`src/rtl/fractal_pixel_engine_if.sv`:
```
// Pixel stream from the fractal engine to the stream packer: valid/ready with rgb and sof/eol sideband.
interface fractal_pixel_engine_if;
    logic       valid;
    logic       ready;
    logic [7:0] r;
    logic [7:0] g;
    logic [7:0] b;
    logic       sof;
    logic       eol;

    modport master (output valid, r, g, b, sof, eol, input ready);
    modport slave  (input valid, r, g, b, sof, eol, output ready);
endinterface

```
`src/rtl/fractal_pixel_engine.sv`:
```
// Raster-order escape-time fractal generator (Mandelbrot / Julia / optional Burning Ship) with RGB stream out.
// Define FRACTAL_BURNING_SHIP_EN to build the |zr|,|zi| datapath for cfg_mode_i=2; otherwise mode 2 is Mandelbrot.
//
// state | meaning
// IDLE  | waiting for enable_i; latches cfg into shadow registers on start
// INIT  | loads z and c for the current pixel, clears the iteration count
// ITER  | one escape test / iteration per cycle
// EMIT  | pixel presented on the stream, held until accepted
module fractal_pixel_engine #(
    parameter int X_SIZE    = 640,
    parameter int Y_SIZE    = 480,
    parameter int DATA_W    = 16,
    parameter int FRAC_BITS = 8,
    parameter int ITER_W    = 8
) (
    input  logic                     aclk_i,
    input  logic                     aresetn_i,
    input  logic                     enable_i,
    input  logic [1:0]               cfg_mode_i,
    input  logic signed [DATA_W-1:0] cfg_re_start_i,
    input  logic signed [DATA_W-1:0] cfg_im_start_i,
    input  logic signed [DATA_W-1:0] cfg_re_step_i,
    input  logic signed [DATA_W-1:0] cfg_im_step_i,
    input  logic signed [DATA_W-1:0] cfg_jul_re_i,
    input  logic signed [DATA_W-1:0] cfg_jul_im_i,
    input  logic [ITER_W-1:0]        cfg_max_iter_i,
    input  logic [7:0]               cfg_pal_g_i,
    input  logic [7:0]               cfg_pal_b_i,
    fractal_pixel_engine_if.master   m_if,
    output logic                     frame_done_o,
    output logic                     busy_o
);

    localparam int XW = (X_SIZE > 1) ? $clog2(X_SIZE) : 1;
    localparam int YW = (Y_SIZE > 1) ? $clog2(Y_SIZE) : 1;
    localparam int PW = 2 * DATA_W;

    // 4.0 in the squared-magnitude scale (2*FRAC_BITS fractional bits)
    localparam logic signed [PW:0] ESC_LIM =
        {{(PW - 2*FRAC_BITS - 2){1'b0}}, 3'b100, {(2*FRAC_BITS){1'b0}}};

    typedef enum logic [1:0] {
        S_IDLE = 2'd0,
        S_INIT = 2'd1,
        S_ITER = 2'd2,
        S_EMIT = 2'd3
    } state_t;

    state_t state_q;

    logic [1:0]               mode_q;
    logic signed [DATA_W-1:0] re_start_q;
    logic signed [DATA_W-1:0] re_step_q;
    logic signed [DATA_W-1:0] im_step_q;
    logic signed [DATA_W-1:0] jul_re_q;
    logic signed [DATA_W-1:0] jul_im_q;
    logic [ITER_W-1:0]        max_iter_q;
    logic [7:0]               pal_g_q;
    logic [7:0]               pal_b_q;

    logic [XW-1:0]            x_q;
    logic [YW-1:0]            y_q;
    logic signed [DATA_W-1:0] re_q;
    logic signed [DATA_W-1:0] im_q;

    logic signed [DATA_W-1:0] zr_q;
    logic signed [DATA_W-1:0] zi_q;
    logic signed [DATA_W-1:0] cr_q;
    logic signed [DATA_W-1:0] ci_q;
    logic [ITER_W-1:0]        k_q;

    logic                     valid_q;
    logic [7:0]               r_q;
    logic [7:0]               g_q;
    logic [7:0]               b_q;
    logic                     sof_q;
    logic                     eol_q;
    logic                     frame_done_q;
    logic                     busy_q;

    logic signed [PW-1:0]     zr2;
    logic signed [PW-1:0]     zi2;
    logic signed [PW-1:0]     zrzi;
    logic signed [PW:0]       mag;
    logic                     escape;
    logic                     at_limit;
    logic signed [DATA_W-1:0] zr_d;
    logic signed [DATA_W-1:0] zi_d;
    logic                     is_julia;
    logic                     last_x;
    logic                     last_y;

`ifdef FRACTAL_BURNING_SHIP_EN
    logic                     ship;
    logic signed [DATA_W-1:0] abs_zr;
    logic signed [DATA_W-1:0] abs_zi;

    always_comb begin
        ship   = (mode_q == 2'd2);
        abs_zr = (ship && zr_q[DATA_W-1]) ? -zr_q : zr_q;
        abs_zi = (ship && zi_q[DATA_W-1]) ? -zi_q : zi_q;
    end

    assign zrzi = abs_zr * abs_zi;
`else
    assign zrzi = zr_q * zi_q;
`endif

    assign zr2      = zr_q * zr_q;
    assign zi2      = zi_q * zi_q;
    assign mag      = zr2 + zi2;
    assign escape   = (mag > ESC_LIM);
    assign at_limit = (k_q == max_iter_q);
    // Wrap on overflow: only the low DATA_W bits of the shifted products survive
    assign zr_d     = DATA_W'((zr2 - zi2) >>> FRAC_BITS) + cr_q;
    assign zi_d     = DATA_W'((zrzi <<< 1) >>> FRAC_BITS) + ci_q;
    assign is_julia = (mode_q == 2'd1);
    assign last_x   = (x_q == XW'(X_SIZE - 1));
    assign last_y   = (y_q == YW'(Y_SIZE - 1));

    always_ff @(posedge aclk_i or negedge aresetn_i) begin
        if (!aresetn_i) begin
            state_q      <= S_IDLE;
            mode_q       <= '0;
            re_start_q   <= '0;
            re_step_q    <= '0;
            im_step_q    <= '0;
            jul_re_q     <= '0;
            jul_im_q     <= '0;
            max_iter_q   <= '0;
            pal_g_q      <= '0;
            pal_b_q      <= '0;
            x_q          <= '0;
            y_q          <= '0;
            re_q         <= '0;
            im_q         <= '0;
            zr_q         <= '0;
            zi_q         <= '0;
            cr_q         <= '0;
            ci_q         <= '0;
            k_q          <= '0;
            valid_q      <= 1'b0;
            r_q          <= '0;
            g_q          <= '0;
            b_q          <= '0;
            sof_q        <= 1'b0;
            eol_q        <= 1'b0;
            frame_done_q <= 1'b0;
            busy_q       <= 1'b0;
        end else begin
            frame_done_q <= 1'b0;
            case (state_q)
                S_IDLE: begin
                    if (enable_i) begin
                        mode_q     <= cfg_mode_i;
                        re_start_q <= cfg_re_start_i;
                        re_step_q  <= cfg_re_step_i;
                        im_step_q  <= cfg_im_step_i;
                        jul_re_q   <= cfg_jul_re_i;
                        jul_im_q   <= cfg_jul_im_i;
                        max_iter_q <= cfg_max_iter_i;
                        pal_g_q    <= cfg_pal_g_i;
                        pal_b_q    <= cfg_pal_b_i;
                        re_q       <= cfg_re_start_i;
                        im_q       <= cfg_im_start_i;
                        x_q        <= '0;
                        y_q        <= '0;
                        busy_q     <= 1'b1;
                        state_q    <= S_INIT;
                    end
                end
                S_INIT: begin
                    if (is_julia) begin
                        zr_q <= re_q;
                        zi_q <= im_q;
                        cr_q <= jul_re_q;
                        ci_q <= jul_im_q;
                    end else begin
                        zr_q <= '0;
                        zi_q <= '0;
                        cr_q <= re_q;
                        ci_q <= im_q;
                    end
                    k_q     <= '0;
                    state_q <= S_ITER;
                end
                S_ITER: begin
                    // Escape has priority over the limit, so a pixel escaping on k==max is still coloured
                    if (escape || at_limit) begin
                        valid_q <= 1'b1;
                        r_q     <= escape ? 8'(k_q) : 8'd0;
                        g_q     <= escape ? 8'(k_q * pal_g_q) : 8'd0;
                        b_q     <= escape ? 8'(k_q * pal_b_q) : 8'd0;
                        sof_q   <= (x_q == '0) && (y_q == '0);
                        eol_q   <= last_x;
                        state_q <= S_EMIT;
                    end else begin
                        zr_q <= zr_d;
                        zi_q <= zi_d;
                        k_q  <= k_q + 1'b1;
                    end
                end
                S_EMIT: begin
                    if (m_if.ready) begin
                        valid_q <= 1'b0;
                        sof_q   <= 1'b0;
                        eol_q   <= 1'b0;
                        r_q     <= '0;
                        g_q     <= '0;
                        b_q     <= '0;
                        if (last_x) begin
                            x_q  <= '0;
                            re_q <= re_start_q;
                            if (last_y) begin
                                y_q          <= '0;
                                frame_done_q <= 1'b1;
                                busy_q       <= 1'b0;
                                state_q      <= S_IDLE;
                            end else begin
                                y_q     <= y_q + 1'b1;
                                im_q    <= im_q + im_step_q;
                                state_q <= S_INIT;
                            end
                        end else begin
                            x_q     <= x_q + 1'b1;
                            re_q    <= re_q + re_step_q;
                            state_q <= S_INIT;
                        end
                    end
                end
                default: state_q <= S_IDLE;
            endcase
        end
    end

    assign m_if.valid   = valid_q;
    assign m_if.r       = r_q;
    assign m_if.g       = g_q;
    assign m_if.b       = b_q;
    assign m_if.sof     = sof_q;
    assign m_if.eol     = eol_q;
    assign frame_done_o = frame_done_q;
    assign busy_o       = busy_q;

endmodule
```
`src/flat_wrapper.sv`:
```
// flat-port wrapper written by rule: the top's interface ports become plain ports
module fractal_pixel_engine_flat 
#(
    parameter int X_SIZE    = 640,
    parameter int Y_SIZE    = 480,
    parameter int DATA_W    = 16,
    parameter int FRAC_BITS = 8,
    parameter int ITER_W    = 8
)
  (aclk_i, aresetn_i, enable_i, cfg_mode_i, cfg_re_start_i, cfg_im_start_i, cfg_re_step_i, cfg_im_step_i, cfg_jul_re_i, cfg_jul_im_i, cfg_max_iter_i, cfg_pal_g_i, cfg_pal_b_i, frame_done_o, busy_o, m_if_valid, m_if_r, m_if_g, m_if_b, m_if_sof, m_if_eol, m_if_ready);
  fractal_pixel_engine_if m_if_i ();
  input  logic aclk_i;
  input  logic aresetn_i;
  input  logic enable_i;
  input  logic [1:0] cfg_mode_i;
  input  logic signed [DATA_W-1:0] cfg_re_start_i;
  input  logic signed [DATA_W-1:0] cfg_im_start_i;
  input  logic signed [DATA_W-1:0] cfg_re_step_i;
  input  logic signed [DATA_W-1:0] cfg_im_step_i;
  input  logic signed [DATA_W-1:0] cfg_jul_re_i;
  input  logic signed [DATA_W-1:0] cfg_jul_im_i;
  input  logic [ITER_W-1:0] cfg_max_iter_i;
  input  logic [7:0] cfg_pal_g_i;
  input  logic [7:0] cfg_pal_b_i;
  output logic frame_done_o;
  output logic busy_o;
  output wire logic [$bits(m_if_i.valid)-1:0] m_if_valid;
  output wire logic [$bits(m_if_i.r)-1:0] m_if_r;
  output wire logic [$bits(m_if_i.g)-1:0] m_if_g;
  output wire logic [$bits(m_if_i.b)-1:0] m_if_b;
  output wire logic [$bits(m_if_i.sof)-1:0] m_if_sof;
  output wire logic [$bits(m_if_i.eol)-1:0] m_if_eol;
  input wire logic [$bits(m_if_i.ready)-1:0] m_if_ready;
  assign m_if_valid = m_if_i.valid;
  assign m_if_r = m_if_i.r;
  assign m_if_g = m_if_i.g;
  assign m_if_b = m_if_i.b;
  assign m_if_sof = m_if_i.sof;
  assign m_if_eol = m_if_i.eol;
  assign m_if_i.ready = m_if_ready;
  fractal_pixel_engine #(.X_SIZE(X_SIZE), .Y_SIZE(Y_SIZE), .DATA_W(DATA_W), .FRAC_BITS(FRAC_BITS), .ITER_W(ITER_W)) u_core (.aclk_i(aclk_i), .aresetn_i(aresetn_i), .enable_i(enable_i), .cfg_mode_i(cfg_mode_i), .cfg_re_start_i(cfg_re_start_i), .cfg_im_start_i(cfg_im_start_i), .cfg_re_step_i(cfg_re_step_i), .cfg_im_step_i(cfg_im_step_i), .cfg_jul_re_i(cfg_jul_re_i), .cfg_jul_im_i(cfg_jul_im_i), .cfg_max_iter_i(cfg_max_iter_i), .cfg_pal_g_i(cfg_pal_g_i), .cfg_pal_b_i(cfg_pal_b_i), .m_if(m_if_i), .frame_done_o(frame_done_o), .busy_o(busy_o));
endmodule
```
`config.mk`:
```
export PLATFORM = sky130hd
export DESIGN_NAME = fractal_pixel_engine_flat
export DESIGN_NICKNAME = d
export VERILOG_FILES = /design/src/rtl/fractal_pixel_engine_if.sv /design/src/rtl/fractal_pixel_engine.sv /design/src/flat_wrapper.sv
export SDC_FILE = /design/constraint.sdc
export NUM_CORES = 2
export LEC_CHECK = 0
export ABC_AREA = 1
export ABC_CLOCK_PERIOD_IN_PS = 16200
export CORE_MARGIN = 4
export CORE_UTILIZATION = 45
export DETAILED_ROUTE_END_ITERATION = 12
export MAX_ROUTING_LAYER = met4
export PLACE_DENSITY = 0.62
export SETUP_SLACK_MARGIN = 0.5
export SYNTH_ARGS = -nofsm -noshare
export SYNTH_HDL_FRONTEND = slang
export SYNTH_SLANG_ARGS = --single-unit
```
`constraint.sdc`:
```
create_clock -name aclk_i -period 16.2 [get_ports aclk_i]
set_clock_uncertainty 0.15 [all_clocks]
set_input_delay 3.24 -clock aclk_i [delete_from_list [all_inputs] [get_ports aclk_i]]
set_output_delay 3.24 -clock aclk_i [all_outputs]
set_load 0.02 [all_outputs]
```
==> results.yml <==
outcome:
  status: "finished, final reports clean"
cells_and_area:
  num-fill-cells: 9458
  area_growth_pct: 8.20
  fin_nets: 6591
  multi_input_area_um2: 31200
  drive_above_1_share_pct: 4.46
  regArea_um2: 6510
detailed_routing:
  via_count: 33800
  drt_iter0_drc: 1836
  drtAntennaViolNets: 0
  wl_per_cell_um: 17.3
  drc: 0
  firstDrtPassIters: 6
  vias_per_cell: 5.05
  wl_um: 116000
place:
  gp_congestion: 0.909
  port_buffers: 154
  dp_hpwl_um: 93400
clock_tree:
  cts_buffers: 25
  htree_levels: 1
  ctsHoldBuffers: 0
  cts_setup_buffers: 0
  worstSkewPairLatency_ps: 550
  cts_tree: "yes"
  clockBufferDepth: 3
  cts.clk_slew.worst_paths_ps: 70
  cts_sinks: 260
  cts_root_buffer: "clkbuf_16"
  ctsResizeCount: 0
logic_synthesis:
  ys_types: 57
  synth_edf_count: 0
  netlist_instances: 5393
  syn-num-nets: 6582
  yosysWarnings: 0
  synthArstFlopShare_pct: 100
  synth.avg_cell_area_um2: 8.10
  synth_area_um2: 43700
  ys_seq_area_share_pct: 14.9
  ys_seq_elements: 260
  ys.flop_type: "dfrtp_1"
flow_run:
  drv_cap: 0
critical_path:
  reg2reg_to: "u_core.k_q[1]"
  endpoint_kind: "flop"
  worstPathRequired_ps: 16470
  crit_type: "reg2reg"
  cp_slowest_stage_delay_ps: 870
  cp_max_fo: 50
  reg2reg_depth: 39
  crit_start: "u_core.zr_q[10]"
  r2r_start: "u_core.zr_q[10]"
  start_kind: "flop"
  critPathBufInv: 8
  reg2reg_slack_ps: 5110
  cp_common_cell: "nand2_1"
  crit_arrival_ps: 11350
  slowest_stage: "dfrtp_1"
  cp.depth: 39
  cp-endpoint: "u_core.k_q[1]"
  cpLargestDelayFamily: "adder cells"
global_routing:
  grt_antenna_before_repair: 1
  overflow: 0
  grt_pass1_vias: 35400
  grt_max_degree: 159
  grt_pass1_wl_um: 191000
  track_usage_pct: 23.8
timing:
  slew_headroom_pct: 31.6
  fin_tns_setup_ps: 0
  rsz0062_at_grt: "no"
  finalHoldViolations: 0
  tightest_slew_ps: 1030
  post-route-min-period_ps: 11090
  min_period_over_period_pct: 68.4
  timing.fmax_mhz: 90.2
  setup_viol: 0
  slew_violations: 0
floorplan:
  initial_core_util_pct: 45.3
  die_w_um: 320
  dieArea_um2: 102000
  io_pins: 155
  fp-row-count: 114
  core_area_um2: 96400
  die-height_um: 320
worst_hold_path:
  hold_path.class: "reg2reg"
## sequential cells by signal, summed over array words and instances, names as in the netlist, 9 cells and up
register and cells:
u_core.re_q 16, u_core.jul_re_q 16, u_core.zi_q 16, u_core.im_step_q 16
u_core.re_start_q 16, u_core.jul_im_q 16, u_core.y_q 9, u_core.re_step_q 16
u_core.ci_q 16, u_core.im_q 16, u_core.cr_q 16, u_core.zr_q 16
u_core.x_q 10
## cell type report
cell class	instances	share of cell area, %
multi-input combinational	3547	66.0
sequential	260	13.8
inverter	1371	10.9
timing repair buffer	197	3.98
tap	1276	3.38
clock buffer	33	1.49
clock inverter	12	0.524
antenna	1	0.00529
## worst reg2reg max path, delay by kind of cell (launching register included)
family          cells  cell delay (ps)
buf+inv             8             1250
fa+ha+maj           8             3620
xor+xnor            1              160
compound gates      7             2510
simple gates       15             2400
flops               1              870
## metrics by stage
stage	area (um^2)	hold slack [ps]	util [%]	worst slack, ps	cells
after floorplan	43700	303	-	7800	5393
final	47300	337	49.0	5110	6697
after CTS	47300	342	49.0	5120	6696
after detailed placement	46300	323	48.0	5170	6651
after global placement	46300	316	48.0	5360	6651
after global routing	47300	361	49.0	4340	6696
## synth_stat cells (26+ instances only)
library cell	instances	area share, %
nor3_1	27	0.31
mux2_2	100	2.6
inv_1	1362	12
clkbuf_1	163	1.4
buf_1	26	0.22
ha_1	385	11
dfrtp_1	260	15
nand2_1	1149	9.9
nand3_1	149	1.7
o21ai_0	128	1.5
fa_1	678	31
nor2_1	233	2.0
xnor2_1	79	1.6
a31oi_1	43	0.62
xor2_1	145	2.9
nand4_1	31	0.44
a21oi_1	209	2.4
## layer usage
metal | GRT usage [%] | part of all wire [%] | up-vias
met4 | 5.02 | 2.3 | 0
met5 | - | 0 | -
met1 | 32.7 | 45 | 16700
met2 | 39.5 | 48 | 828
li1 | - | - | 16200
met3 | 1.37 | 4.0 | 130
## cells by family (layout without fill, tap and decap cells)
group,after synthesis,in the layout,synth area share (%)
compound gates,518,518,6.89
xor+xnor,224,224,4.49
fa+ha+maj,1063,1063,42.1
buf+inv,1586,1613,13.8
flops,260,260,14.9
mux,100,100,2.58
other cells,0,1,0
simple gates,1642,1642,15.3
## cells in the final DEF, fill, tap and decap left out, drive strengths merged, types with 33 or more instances in the layout
cell type / instances
a21oi: 211
a31oi: 43
buf: 44
clkbuf: 33
clkdlybuf4s50: 153
dfrtp: 260
fa: 678
ha: 385
inv: 1372
mux2: 100
nand2: 1158
nand3: 156
nor2: 240
o21ai: 135
xnor2: 79
xor2: 145
## worst min-delay path by stage
stage                                    start              endpoint  slack (ps)  cells past startpoint
after floorplan           u_core.re_start_q[3]  u_core.re_start_q[3]         300                      2
after global placement    u_core.re_start_q[3]  u_core.re_start_q[3]         320                      2
after detailed placement     u_core.m_if.valid     u_core.m_if.valid         320                      2
after CTS                 u_core.re_start_q[3]  u_core.re_start_q[3]         340                      2
after global routing          u_core.m_if.b[4]      u_core.m_if.b[4]         360                      2
final                         u_core.m_if.g[5]      u_core.m_if.g[5]         340                      2
Power is left out: the tool's default activity adds up to more than one toggle a clock period on the data nets, which glitch-free logic cannot reach.
